===== src/rtl/mem_resp_tracker_if.sv =====
// Per-lane data-bus response signals between the memory stage and the response tracker.
// Lane NLANE-1 carries the older instruction.
interface mem_resp_tracker_if #(
   parameter int unsigned NLANE = 2
);
   logic [NLANE-1:0]       reqValid;
   logic [NLANE-1:0]       addrOk;
   logic [NLANE-1:0]       dataOk;
   logic [NLANE-1:0][31:0] respData;
   logic [NLANE-1:0][1:0]  addrLo;
   logic [NLANE-1:0][1:0]  msize;
   logic [NLANE-1:0]       ldUnsigned;
   logic [NLANE-1:0]       isLoad;
   logic                   advance;
   logic                   flush;
   logic [NLANE-1:0]       reqFinish;
   logic                   stallM;
   logic [NLANE-1:0][31:0] rdata;
   logic [NLANE-1:0]       rdataValid;

   modport master (
      output reqValid, addrOk, dataOk, respData, addrLo, msize, ldUnsigned, isLoad,
             advance, flush,
      input  reqFinish, stallM, rdata, rdataValid
   );

   modport slave (
      input  reqValid, addrOk, dataOk, respData, addrLo, msize, ldUnsigned, isLoad,
             advance, flush,
      output reqFinish, stallM, rdata, rdataValid
   );
endinterface


===== src/rtl/mem_resp_tracker.sv =====
// Memory-stage response tracker: per-lane outstanding-transaction FSM, stall generation and
// aligned, sign/zero-extended load data for writeback.
module mem_resp_tracker #(
   parameter int unsigned NLANE = 2
) (
   input logic               clk,
   input logic               reset,
   mem_resp_tracker_if.slave bus
);
   localparam logic [1:0] MSIZE1 = 2'd0;
   localparam logic [1:0] MSIZE2 = 2'd1;

   typedef enum logic [1:0] {StIdle, StWaitData, StDone, StDrain} laneStateT;

   laneStateT        stateQ [NLANE];
   laneStateT        stateD [NLANE];
   logic [31:0]      dataQ  [NLANE];
   logic [31:0]      dataD  [NLANE];
   logic [NLANE-1:0] accept;
   logic [NLANE-1:0] completing;
   logic [NLANE-1:0] laneStall;
   logic [NLANE-1:0] loadValid;

   function automatic logic [31:0] extend(input logic [31:0] word, input logic [1:0] lo,
                                          input logic [1:0] size, input logic uns);
      logic [7:0]  b;
      logic [15:0] h;
      b = word[{lo, 3'b000} +: 8];
      h = word[{lo[1], 4'b0000} +: 16];
      case (size)
         MSIZE1:  extend = {{24{b[7] & ~uns}}, b};
         MSIZE2:  extend = {{16{h[15] & ~uns}}, h};
         default: extend = word;
      endcase
   endfunction

   assign accept = bus.reqValid & bus.addrOk;

   always_ff @(posedge clk or posedge reset) begin
      if (reset) begin
         for (int i = 0; i < NLANE; i++) begin
            stateQ[i] <= StIdle;
            dataQ[i]  <= '0;
         end
      end else begin
         for (int i = 0; i < NLANE; i++) begin
            stateQ[i] <= stateD[i];
            dataQ[i]  <= dataD[i];
         end
      end
   end

   // Completion and stall decode; both are combinational from the bus response.
   always_comb begin
      for (int i = 0; i < NLANE; i++) begin
         completing[i] = 1'b0;
         laneStall[i]  = 1'b0;
         case (stateQ[i])
            StIdle: begin
               completing[i] = accept[i] & bus.dataOk[i];
               laneStall[i]  = bus.reqValid[i] & ~(bus.addrOk[i] & bus.dataOk[i]);
            end
            StWaitData: begin
               completing[i] = bus.dataOk[i];
               laneStall[i]  = ~bus.dataOk[i];
            end
            StDrain: laneStall[i] = ~bus.dataOk[i];
            default: ;
         endcase
      end
   end

   always_comb begin
      for (int i = 0; i < NLANE; i++) begin
         stateD[i] = stateQ[i];
         dataD[i]  = dataQ[i];
         unique case (stateQ[i])
            StIdle: begin
               if (!bus.flush) begin
                  if (completing[i] && !bus.advance) begin
                     stateD[i] = StDone;
                     dataD[i]  = bus.respData[i];
                  end else if (accept[i] && !bus.dataOk[i]) begin
                     stateD[i] = StWaitData;
                  end
               end
            end
            StWaitData: begin
               // The bus cannot cancel an accepted request, so a flush must drain it.
               if (bus.flush) begin
                  stateD[i] = bus.dataOk[i] ? StIdle : StDrain;
               end else if (bus.dataOk[i]) begin
                  if (bus.advance) begin
                     stateD[i] = StIdle;
                  end else begin
                     stateD[i] = StDone;
                     dataD[i]  = bus.respData[i];
                  end
               end
            end
            StDone: begin
               if (bus.advance || bus.flush) stateD[i] = StIdle;
            end
            StDrain: begin
               if (bus.dataOk[i]) stateD[i] = StIdle;
            end
            default: stateD[i] = StIdle;
         endcase
      end
   end

   always_comb begin
      for (int i = 0; i < NLANE; i++) begin
         loadValid[i] = bus.isLoad[i] & (completing[i] | (stateQ[i] == StDone)) & ~bus.flush;
         bus.reqFinish[i]  = (stateQ[i] == StDone);
         bus.rdataValid[i] = loadValid[i];
         bus.rdata[i]      = '0;
         if (loadValid[i]) begin
            bus.rdata[i] = extend(completing[i] ? bus.respData[i] : dataQ[i], bus.addrLo[i],
                                  bus.msize[i], bus.ldUnsigned[i]);
         end
      end
   end

   assign bus.stallM = |laneStall;

endmodule


===== src/flat_wrapper.sv =====
// flat-port wrapper written by rule: the top's interface ports become plain ports
module mem_resp_tracker_flat 
#(
   parameter int unsigned NLANE = 2
)
  (clk, reset, bus_reqValid, bus_addrOk, bus_dataOk, bus_respData, bus_addrLo, bus_msize, bus_ldUnsigned, bus_isLoad, bus_advance, bus_flush, bus_reqFinish, bus_stallM, bus_rdata, bus_rdataValid);
  mem_resp_tracker_if #(.NLANE(NLANE)) bus_i ();
  input logic clk;
  input logic reset;
  input wire logic [$bits(bus_i.reqValid)-1:0] bus_reqValid;
  input wire logic [$bits(bus_i.addrOk)-1:0] bus_addrOk;
  input wire logic [$bits(bus_i.dataOk)-1:0] bus_dataOk;
  input wire logic [$bits(bus_i.respData)-1:0] bus_respData;
  input wire logic [$bits(bus_i.addrLo)-1:0] bus_addrLo;
  input wire logic [$bits(bus_i.msize)-1:0] bus_msize;
  input wire logic [$bits(bus_i.ldUnsigned)-1:0] bus_ldUnsigned;
  input wire logic [$bits(bus_i.isLoad)-1:0] bus_isLoad;
  input wire logic [$bits(bus_i.advance)-1:0] bus_advance;
  input wire logic [$bits(bus_i.flush)-1:0] bus_flush;
  output wire logic [$bits(bus_i.reqFinish)-1:0] bus_reqFinish;
  output wire logic [$bits(bus_i.stallM)-1:0] bus_stallM;
  output wire logic [$bits(bus_i.rdata)-1:0] bus_rdata;
  output wire logic [$bits(bus_i.rdataValid)-1:0] bus_rdataValid;
  assign bus_i.reqValid = bus_reqValid;
  assign bus_i.addrOk = bus_addrOk;
  assign bus_i.dataOk = bus_dataOk;
  assign bus_i.respData = bus_respData;
  assign bus_i.addrLo = bus_addrLo;
  assign bus_i.msize = bus_msize;
  assign bus_i.ldUnsigned = bus_ldUnsigned;
  assign bus_i.isLoad = bus_isLoad;
  assign bus_i.advance = bus_advance;
  assign bus_i.flush = bus_flush;
  assign bus_reqFinish = bus_i.reqFinish;
  assign bus_stallM = bus_i.stallM;
  assign bus_rdata = bus_i.rdata;
  assign bus_rdataValid = bus_i.rdataValid;
  mem_resp_tracker #(.NLANE(NLANE)) u_core (.clk(clk), .reset(reset), .bus(bus_i));
endmodule

===== config.mk =====
export PLATFORM = sky130hd
export DESIGN_NAME = mem_resp_tracker_flat
export DESIGN_NICKNAME = d
export VERILOG_FILES = /design/src/rtl/mem_resp_tracker_if.sv /design/src/rtl/mem_resp_tracker.sv /design/src/flat_wrapper.sv
export SDC_FILE = /design/constraint.sdc
export NUM_CORES = 1
export LEC_CHECK = 0
export CORE_ASPECT_RATIO = 1.4
export CORE_MARGIN = 4
export CORE_UTILIZATION = 43
export DETAILED_ROUTE_END_ITERATION = 7
export GPL_ROUTABILITY_DRIVEN = 0
export GPL_TIMING_DRIVEN = 0
export PLACE_DENSITY_LB_ADDON = 0.3
export SLEW_MARGIN = 5
export SYNTH_ARGS = -nofsm -noshare
export SYNTH_HDL_FRONTEND = slang
export SYNTH_SLANG_ARGS = --single-unit

===== constraint.sdc =====
create_clock -name clk -period 2.3 [get_ports clk]
set_input_delay 0.345 -clock clk [delete_from_list [all_inputs] [get_ports clk]]
set_output_delay 0.345 -clock clk [all_outputs]
set_load 0.005 [all_outputs]

==> impl_summary.md <==
Run status
The run finished, with violations left. The checks that failed: setup timing.

Floorplan
The initialized floorplan defines 45 standard-cell rows. The die width is 97.8 µm. The die covers 13,100 µm².

The core area is between 10,000 and 15,000 µm². The height of the die is between 100 and 150 µm. The initial utilization of the core area, before any placement, comes to 0.443. Pin placement for this block handled 155 I/O pins.

Detailed routing
In the routed layout, each cell is associated on average with a via count of 6.37. In this run, the number of DRC markers left after iteration 0 of detailed routing was 372. Wires add up to about 22,000 µm.

In the final routed layout, each cell accounts on average for 24.7 µm. The post-route DRC violation count is 0. The first TritonRoute pass finished after 5 iterations. The routed layout has 5,666 vias. The antenna violation net count after detailed routing is 0.

Timing
The setup clock skew after layout is 0.00636 ns. Setup repair after global routing could not meet its margin everywhere. Timing would allow up to 0.361 GHz. In the finished design, the share of the clock period the worst path needs comes to 1.20.

The worst slew margin relative to its limit is 0.599. The final critical-path required period is 2.77 ns. At the pin with the least slew margin, the transition time is 0.597 ns. The number of hold-slack violations in the final timing report is 0. The number of pins with negative max-slew slack in the final report is 0. Setup violations remaining at the end of the flow were counted as 64. The worst setup slack after layout is -0.471 ns.

Synth
Of the total synthesized cell area, the portion taken by AND, OR, NAND and NOR gates is 0.108. Of the post-synthesis cell area, the part taken by muxes is 0.328. The dominant combinational cell family by area after synthesis is multiplexers. Synthesis produced roughly 470 cells.

The post-synthesis compound-gate area fraction was 0.175. By area the synthesized netlist is led by sky130_fd_sc_hd__dfrtp_1 (35%), sky130_fd_sc_hd__mux2_2 (16%), sky130_fd_sc_hd__mux2i_1 (11%). Of the synthesized area, sequential elements account for 0.350.

Of the post-synthesis cell area, the dominant cell type holds 0.350. The post-synthesis adder-cell area fraction is 0. The total standard cell area after synthesis is 4860 µm².

After synthesis, the mean cell area works out to around 10 µm². The total nets after synthesis is between 500 and 600. The number of unique standard cell types used by synthesis is 49. The count of warnings emitted by yosys is 0. In this run, synthesis produced a sequential element count of 68.

The cell accounting for the most synthesized area is sky130_fd_sc_hd__dfrtp_1. The parity-gate share of the synthesized area counting xor and xnor cells is 0.

Power and ir drop
IR analysis of the VDD net gives a maximum drop of 471 µV. The cell area power density is 657 nW/µm². For this design the static power due to leakage is 3.74 nW. Overall power consumption after layout is estimated at 5.62 mW.

Setup path
For the worst setup path, the data arrival time is 2.43 ns. For the worst setup path, the data required time is 1.96 ns. The type of element capturing the critical path is a primary output. The category of the most critical setup path is reg -> out. The kind of start point of the critical path is a flop. Along the worst path, the maximum fanout reaches 4. The startpoint of the most critical setup path is u_core.dataQ[47]. The startpoint of the lowest-slack register-to-register path is u_core.stateQ[1].

Min path
In this run the worst hold path is classified as in -> async.

Global routing
The first global-routing pass estimated roughly 32,000 µm of wire. The number of global-route vias before repair is 5,882. In the global route stage, overall resource usage came out at 0.308. Entering global routing, the biggest net connects 39 pins.

The number of antenna violations at the first check in global routing was 0. The total overflow left after global routing is 0.

Layout
Compared with the post-synthesis result, the final layout area differs by 76.0%. Summing all multi-input logic gate instances after layout gives 3740 µm². The final layout contains 829 nets. The register cell area after layout is 1710 µm². Counting the fill cells in the layout gives 662. In the final layout, the share of cells above drive strength 1 is 0.559.

CTS
The clock passes through at most 2 buffers. TritonCTS built the clock tree. The H-tree depth reported by CTS is 3. The CTS clock-pin slew for the worst setup and hold paths is around 0.060 ns. The clock reaches the later pin of the worst-skew pair after approximately 0.34 ns.

In this run the clock root is driven by a sky130_fd_sc_hd__clkbuf_16. TritonCTS created 9 clock buffers. The number of clock sinks is approximately 70.

Job
The tool flagged a number of max-cap violations equal to 0.

Placement
Detailed placement ended at an HPWL of 12,400 µm. Port buffering added 152 buffers. The pre-CTS setup slack is -1.21 ns.
## final timing paths
path | end | slack (ns) | depth (start not counted)
worst min-delay path | u_core.dataQ[4] | 0.38 | 2
worst max-delay path | bus_rdata[30] | -0.47 | 7
min in group clk | u_core.stateQ[2] | 0.47 | 2
max in group asynchronous | u_core.stateQ[0] | 1.34 | 3
worst min register to register | u_core.dataQ[33] | 0.51 | 1
worst max register to register | u_core.dataQ[6] | 0.06 | 8
## per-stage QoR
stage	TNS [ns]	utilization	hold WS, ns	instance area [µm²]	std cells
after floorplan	0	-	0.411	4860	466
after global placement	-163.91	0.597	0.488	6560	759
after detailed placement	-97.76	0.599	0.495	6580	760
after CTS	-14.91	0.737	0.382	8090	858
after global routing	-23.80	0.779	0.406	8550	889
final	-20.56	0.779	0.377	8550	890
## area by class of cell
cell class | count | share of cell area
inverter | 8 | 0.00380
multi-input combinational | 359 | 0.437
timing repair buffer | 268 | 0.273
buffer | 29 | 0.0328
tap | 141 | 0.0206
antenna | 1 | 0.000293
clock buffer | 11 | 0.0272
sequential | 68 | 0.200
clock inverter | 5 | 0.00614
## flip-flops by register name (all words and copies together) (netlist names)
| signal | count |
|---|---|
| u_core.stateQ | 4 |
| u_core.dataQ | 64 |
## power breakdown
| group | internal [mW] | switching (mW) | leakage (nW) |
|---|---|---|---|
| combinational | 1.33 | 1.08 | 2.78 |
| sequential | 1.55 | 0.286 | 0.826 |
| clock | 0.834 | 0.535 | 0.139 |
## layer usage
metal / vias to the layer above / track usage / wire, µm
met3: 120 / 0.0770 / 1750
met4: 0 / 0.175 / 1360
met2: 437 / 0.553 / 11200
met1: 2753 / 0.325 / 7670
li1: 2356 / - / -
met5: - / 0 / 0
## logic make-up (layout without fill, tap and decap cells)
group,Yosys count,after routing
mux,134,134
simple gates,114,114
compound gates,111,111
flops,68,68
buf+inv,39,321
other cells,0,1
## synth_stat cells (all sizes together)
master	count
dfrtp	68
mux2	67
mux2i	54
nand2	51
nor2	22
o211ai	17
buf	16
a211oi	15
clkbuf	15
mux4	13
nor2b	12
a21oi	10
nor3	10
o21ai	10
a21o	9
a221oi	8
a22oi	7
a32o	7
a32oi	7
inv	7
o211a	7
nand3	6
nand2b	4
a211o	2
a21boi	2
a31oi	2
and3	2
o21bai	2
a2111oi	1
a311oi	1
and2	1
and4	1
clkinv	1
nand3b	1
nand4	1
nor4	1
o221ai	1
o22ai	1
o31ai	1
o32ai	1
or3	1
or3b	1
## cells in the final DEF, fill, tap and decap left out, types with 7 or more instances in the layout
master / n
sky130_fd_sc_hd__a211oi_1: 9
sky130_fd_sc_hd__a21o_1: 8
sky130_fd_sc_hd__a21oi_4: 8
sky130_fd_sc_hd__a221oi_2: 8
sky130_fd_sc_hd__buf_12: 9
sky130_fd_sc_hd__buf_2: 64
sky130_fd_sc_hd__buf_4: 68
sky130_fd_sc_hd__buf_6: 42
sky130_fd_sc_hd__buf_8: 8
sky130_fd_sc_hd__clkbuf_16: 11
sky130_fd_sc_hd__clkbuf_2: 10
sky130_fd_sc_hd__clkdlybuf4s50_1: 68
sky130_fd_sc_hd__dfrtp_1: 64
sky130_fd_sc_hd__dlygate4sd2_1: 17
sky130_fd_sc_hd__mux2_2: 67
sky130_fd_sc_hd__mux2i_1: 30
sky130_fd_sc_hd__mux2i_2: 8
sky130_fd_sc_hd__mux2i_4: 16
sky130_fd_sc_hd__mux4_2: 13
sky130_fd_sc_hd__nand2_1: 36
sky130_fd_sc_hd__nand2_2: 9
sky130_fd_sc_hd__nor2_1: 11
sky130_fd_sc_hd__nor2_4: 7
sky130_fd_sc_hd__nor2b_1: 8
sky130_fd_sc_hd__o211a_1: 7
sky130_fd_sc_hd__o211ai_1: 17
## what timing repair did
item | in CTS | in global routing
pin swaps | 58 | 48
setup endpoints to repair | 117 | 95
hold endpoints to repair | 0 | 0
setup buffers | 80 | 38
hold buffers | 0 | 0
resized for setup | 460 | 85
gates cloned | 3 | 2
## worst max-delay path: stages (launching register included)
cell and delay [ns]:
sky130_fd_sc_hd__dfrtp_1 0.42, sky130_fd_sc_hd__mux4_2 0.51, sky130_fd_sc_hd__mux4_2 0.54, sky130_fd_sc_hd__buf_4 0.17
sky130_fd_sc_hd__buf_6 0.10, sky130_fd_sc_hd__a22oi_2 0.16, sky130_fd_sc_hd__nor2_1 0.07, sky130_fd_sc_hd__buf_2 0.13
Note: power is estimated with default switching activity, not from simulation.
